**src/rtl/capture_controller.sv**
```systemverilog
// Per-channel interval timers with a round-robin result arbiter onto one valid/ready port.
// Define CAPTURE_SATURATE_EN to make channel counters saturate instead of wrapping.

module capture_channel #(
    parameter int CNT_WIDTH = 16
) (
    input  logic                 clk_i,
    input  logic                 rst_an_i,
    input  logic                 start_i,
    input  logic                 capture_i,
    input  logic                 clear_i,
    input  logic                 grant_i,
    output logic                 busy_o,
    output logic                 overflow_o,
    output logic                 pend_o,
    output logic [CNT_WIDTH-1:0] pend_val_o
);

    typedef enum logic {IDLE, RUN} state_t;

    state_t               state;
    logic [CNT_WIDTH-1:0] cnt;

    always_ff @(posedge clk_i) begin
        if (!rst_an_i) begin
            state      <= IDLE;
            busy_o     <= 1'b0;
            cnt        <= '0;
            pend_o     <= 1'b0;
            pend_val_o <= '0;
            overflow_o <= 1'b0;
        end else if (clear_i) begin
            state      <= IDLE;
            busy_o     <= 1'b0;
            cnt        <= '0;
            pend_o     <= 1'b0;
            overflow_o <= 1'b0;
        end else begin
            // A grant in this cycle frees the slot, so a coincident capture is not an overflow.
            if (capture_i && state == RUN) begin
                if (pend_o && !grant_i) begin
                    overflow_o <= 1'b1;
                end else begin
                    pend_o     <= 1'b1;
                    pend_val_o <= cnt;
                end
            end else if (grant_i) begin
                pend_o <= 1'b0;
            end

            if (start_i) begin
                state  <= RUN;
                busy_o <= 1'b1;
                cnt    <= '0;
            end else if (state == RUN) begin
`ifdef CAPTURE_SATURATE_EN
                if (cnt != '1) cnt <= cnt + 1'b1;
`else
                cnt <= cnt + 1'b1;
`endif
            end
        end
    end

endmodule

module capture_controller #(
    parameter int NB_CAPTURES = 10,
    parameter int CNT_WIDTH   = 16,
    parameter int CHAN_W      = (NB_CAPTURES > 1) ? $clog2(NB_CAPTURES) : 1
) (
    input  logic                   clk_i,
    input  logic                   rst_an_i,
    input  logic [NB_CAPTURES-1:0] start_rise_i,
    input  logic [NB_CAPTURES-1:0] capture_rise_i,
    input  logic [NB_CAPTURES-1:0] rst_capture_rise_i,
    output logic                   res_valid_o,
    input  logic                   res_ready_i,
    output logic [CHAN_W-1:0]      res_chan_o,
    output logic [CNT_WIDTH-1:0]   res_count_o,
    output logic [NB_CAPTURES-1:0] busy_o,
    output logic [NB_CAPTURES-1:0] overflow_o
);

    logic [NB_CAPTURES-1:0]                pend;
    logic [NB_CAPTURES-1:0]                gnt;
    logic [NB_CAPTURES-1:0][CNT_WIDTH-1:0] pend_val;
    logic [CHAN_W-1:0]                     ptr;
    logic [CHAN_W-1:0]                     gnt_idx;
    logic [CHAN_W-1:0]                     ptr_nxt;
    logic                                  gnt_found;
    logic                                  slot_free;

    for (genvar g = 0; g < NB_CAPTURES; g++) begin : g_chan
        capture_channel #(.CNT_WIDTH(CNT_WIDTH)) u_chan (
            .clk_i      (clk_i),
            .rst_an_i   (rst_an_i),
            .start_i    (start_rise_i[g]),
            .capture_i  (capture_rise_i[g]),
            .clear_i    (rst_capture_rise_i[g]),
            .grant_i    (gnt[g]),
            .busy_o     (busy_o[g]),
            .overflow_o (overflow_o[g]),
            .pend_o     (pend[g]),
            .pend_val_o (pend_val[g])
        );
    end

    assign slot_free = !res_valid_o || res_ready_i;

    // First pending channel at or after ptr, scanning cyclically.
    always_comb begin
        int idx;
        idx       = 0;
        gnt_found = 1'b0;
        gnt_idx   = '0;
        for (int k = 0; k < NB_CAPTURES; k++) begin
            idx = int'(ptr) + k;
            if (idx >= NB_CAPTURES) idx = idx - NB_CAPTURES;
            if (!gnt_found && pend[idx]) begin
                gnt_found = 1'b1;
                gnt_idx   = CHAN_W'(idx);
            end
        end
        gnt = '0;
        if (slot_free && gnt_found) gnt[gnt_idx] = 1'b1;
        ptr_nxt = (int'(gnt_idx) == NB_CAPTURES - 1) ? '0 : gnt_idx + 1'b1;
    end

    always_ff @(posedge clk_i) begin
        if (!rst_an_i) begin
            res_valid_o <= 1'b0;
            res_chan_o  <= '0;
            res_count_o <= '0;
            ptr         <= '0;
        end else if (slot_free) begin
            if (gnt_found) begin
                res_valid_o <= 1'b1;
                res_chan_o  <= gnt_idx;
                res_count_o <= pend_val[gnt_idx];
                ptr         <= ptr_nxt;
            end else begin
                res_valid_o <= 1'b0;
            end
        end
    end

endmodule
```
**config.mk**
```make
export PLATFORM = sky130hd
export DESIGN_NAME = capture_controller
export DESIGN_NICKNAME = d
export VERILOG_FILES = /design/src/rtl/capture_controller.sv
export SDC_FILE = /design/constraint.sdc
export NUM_CORES = 1
export LEC_CHECK = 0
export BUFFER_PORTS_ARGS = -buffer_cell sky130_fd_sc_hd__buf_2
export CAP_MARGIN = 20
export CORE_MARGIN = 2
export CORE_UTILIZATION = 60
export DETAILED_ROUTE_END_ITERATION = 10
export PLACE_DENSITY = 0.83
export SLEW_MARGIN = 20
export SYNTH_ARGS = -nofsm -noshare
export SYNTH_HDL_FRONTEND = slang
export SYNTH_SLANG_ARGS = --single-unit
```
**constraint.sdc**
```tcl
create_clock -name clk_i -period 13.8 [get_ports clk_i]
set_input_delay 2.07 -clock clk_i [delete_from_list [all_inputs] [get_ports clk_i]]
set_output_delay 2.07 -clock clk_i [all_outputs]
set_load 0.1 [all_outputs]
```
==> flow_metrics.py <==
metrics = {
    "worst_setup_path": {
        "worstSetupStartpointType": "flop",
        "timing.critical_path.required_ps": 14260,
        "critPathMaxFanout": 61,
        "setup.worst_path.class": "reg2reg",
        "worst_ep_arrival_time_ps": 7960,
        "worstSetupEndpointType": "flop",
    },
    "cts": {
        "cts.htree.levels": 2,
        "clockBufferDepth": 3,
        "tritoncts_sinks": 375,
        "cts_tree": "done",
        "clkTransAtPathRegs_ps": 60,
        "post-cts-setup-buffers": 0,
        "hold_buffers": 0,
        "worstSkewPairLatency_ps": 550,
        "cts_repair_resize_count": 0,
        "cts_made_buffers": 39,
        "clock_tree.root_cell": "clkbuf_16",
    },
    "logic_synthesis": {
        "synth.ff_latch_count": 375,
        "synth_area_leaders": "dfxtp_1 (39%), mux2i_1 (7.2%), nand2_1 (5.4%)",
        "synth_top_area_share": 0.391,
        "synth_nets": 2300,
        "ys_types": 100,
        "synth-warning-count": 0,
        "count_of_flip_flops_with_a_built_in_enable_after_synthesis": 0,
        "synthTopCellsByCount": "dfxtp_1 (375), nand2_1 (278), nor2_1 (221)",
        "synth-main-ff-cell": "dfxtp_1",
        "syn-mean-instance-area_um2": 8.60,
        "async_reset_ff_frac": 0,
        "ys_seq_area_frac": 0.391,
        "total_standard_cell_area_after_synthesis_mm2": 0.0192,
        "netlist.top_cell.by_area": "dfxtp_1",
        "synthCells": 2234,
        "cell_with_the_most_instances_after_synthesis": "dfxtp_1",
    },
    "hold_path": {
        "hold_path.class": "reg2reg",
    },
    "sta": {
        "fin_setup_tns_ps": 0,
        "final_number_of_max_transition_violations": 0,
        "hold_viol": 0,
        "timing.clock.skew_ps": 17.6,
        "fmaxAchievable_mhz": 133,
        "share_of_the_clock_period_used_by_the_worst_path": 0.543,
        "final.min_clock_period_ps": 7500,
        "timing.final.setup_violations": 0,
        "slew_of_the_pin_with_the_lowest_slew_margin_ps": 1130,
        "rsz0062_at_grt": "no",
        "hold_ws_ps": 450,
        "slew-limit-headroom": 0.243,
    },
    "route": {
        "number_of_search_and_repair_iterations_in_the_first_detailed_routing_pass": 6,
        "detailroute.wirelength.met3_um": 3310,
        "dr_wl_met2_um": 23200,
        "remaining_drc_errors": 0,
        "drt_iter0_drc": 1545,
        "wl_met1_um": 20700,
        "antenna_left": 0,
        "routed_via_density": 6.07,
        "detailroute.via_count": 15970,
        "detail_route.wirelength_um": 49000,
        "wl_per_cell_um": 18.6,
        "topRoutingLayerUsed": "met5",
    },
    "floorplan": {
        "initial_core_util": 0.609,
        "num_rows": 65,
        "design.die.area_mm2": 0.0335,
        "count_of_boundary_i_o_pins": 74,
        "floorplan.die.width_um": 183,
        "placeableCoreArea_mm2": 0.0316,
        "chipHeight_um": 183,
    },
    "power": {
        "power.clock.fraction": 0.244,
        "power.static_leakage_nw": 7.52,
        "combinationalPowerShare": 0.505,
        "seq_power_share": 0.251,
        "cell_internal_pwr_mw": 2.49,
        "power.switching_fraction": 0.451,
        "power_switching_mw": 2.05,
        "powerDensity_mw_per_mm2": 218,
        "worst_ir_drop_vdd_mv": 0.336,
    },
    "placement": {
        "detailed_place_hpwl_um": 34500,
        "port_buffers": 73,
        "placedCellCount": 2560,
        "finalWeightedCongestion": 0.938,
    },
    "global_routing": {
        "grt-ovfl-total": 0,
        "first_global_vias": 15264,
        "grtUsageTotal": 0.289,
        "grt_pass1_wl_um": 78600,
        "grt_max_degree": 102,
        "antenna_found_initial": 1,
    },
    "cells_and_area": {
        "antenna_cells_inserted": 0,
        "final.fill_count": 2502,
        "flow.area_growth_from_synthesis_pct": 8.37,
        "final_cell_count_no_fill": 2632,
        "final_net_count": 2265,
        "layout-drive-gt1-share": 0.127,
    },
    "flow_run": {
        "maxCapViolations": 0,
    },
    "run_status": {
        "status": "complete, no violations",
    },
}
final timing paths:
check	start	to	slack, ps	cells past startpoint
max reg2reg	ptr[1]	g_chan[6].u_chan.pend_val_o[13]	6300	20
min reg2reg	g_chan[7].u_chan.pend_val_o[3]	g_chan[7].u_chan.pend_val_o[3]	450	2
max	ptr[1]	g_chan[6].u_chan.pend_val_o[13]	6300	20
min	g_chan[7].u_chan.pend_val_o[3]	g_chan[7].u_chan.pend_val_o[3]	450	2
layer usage:
metal,vias up,GRT usage
met3,107,0.0514
met1,7639,0.370
met4,2,0.113
li1,7707,-
met2,515,0.484
met5,-,0
cell families (layout without fill, tap and decap cells):
family                     after synthesis  in the layout  share of synthesized area
muxes                                  201            201                      0.112
and+or+nand+nor                        924            924                      0.231
xor gates and xnor gates               145            145                     0.0676
buffers and inverters                  197            193                     0.0492
adders and majority gates               33             33                     0.0215
DFF                                    375            375                      0.391
AOI/OAI and AO/OA                      359            359                      0.129
power by group through the flow:
stage          clock network (mW)  logic [mW]  registers (mW)
2_1_floorplan                   0        1.64            1.26
3_3_place_gp                    0        2.17            1.16
3_5_place_dp                    0        2.22            1.16
4_1_cts                      1.12        2.23            1.14
5_1_grt                      1.17        2.42            1.14
6_report                     1.11        2.29            1.14
layout by cell type, fill, tap and decap left out, types with 46 or more instances in the layout:
| master | count |
|---|---|
| nor2_1 | 221 |
| xor2_1 | 96 |
| mux2i_1 | 139 |
| mux2_2 | 56 |
| a21oi_1 | 58 |
| buf_2 | 72 |
| nor2b_1 | 72 |
| dfxtp_1 | 375 |
| o21ai_0 | 103 |
| nand3_1 | 153 |
| xnor2_1 | 46 |
| nand2_1 | 278 |
sequential cells by signal, summed over array words and instances, names as in the netlist, 4 cells and up:
register / flops
g_chan.u_chan.busy_o: 9
g_chan.u_chan.cnt: 160
g_chan.u_chan.overflow_o: 10
g_chan.u_chan.pend_o: 10
g_chan.u_chan.pend_val_o: 160
ptr: 4
res_chan_o: 4
res_count_o: 16
worst max-delay path, stage by stage, from the launching register on:
cell	delay [ps]
dfxtp_1	870
clkinv_1	660
ha_1	480
buf_4	270
inv_1	290
ha_1	500
nand2_1	110
nor2_1	60
a221oi_2	400
a31oi_1	190
a211oi_2	400
o21ba_1	310
and3_1	390
o211a_2	290
o31a_2	130
buf_4	700
o2111ai_1	400
a211oi_2	310
buf_4	330
nand3_1	130
o21ai_0	140
final cells by class:
| cell class | count | area (µm²) | area share |
|---|---|---|---|
| Tap cell | 402 | 503 | 0.0242 |
| Multi-Input combinational cell | 1662 | 10800 | 0.519 |
| Clock inverter | 16 | 230 | 0.0111 |
| Inverter | 28 | 105 | 0.00505 |
| Sequential cell | 375 | 7510 | 0.360 |
| Timing Repair Buffer | 93 | 526 | 0.0252 |
| Clock buffer | 56 | 1150 | 0.0552 |
metrics by stage:
step / utilization / power (mW) / area (µm²) / setup slack (ps)
after floorplan: - / 2.90 / 19200 / 8350
after global routing: 0.660 / 4.73 / 20800 / 5730
after detailed placement: 0.616 / 3.38 / 19400 / 6510
final: 0.660 / 4.54 / 20800 / 6300
after global placement: 0.616 / 3.33 / 19400 / 6360
after CTS: 0.660 / 4.49 / 20800 / 6480
(Power assumes the default switching activity.)
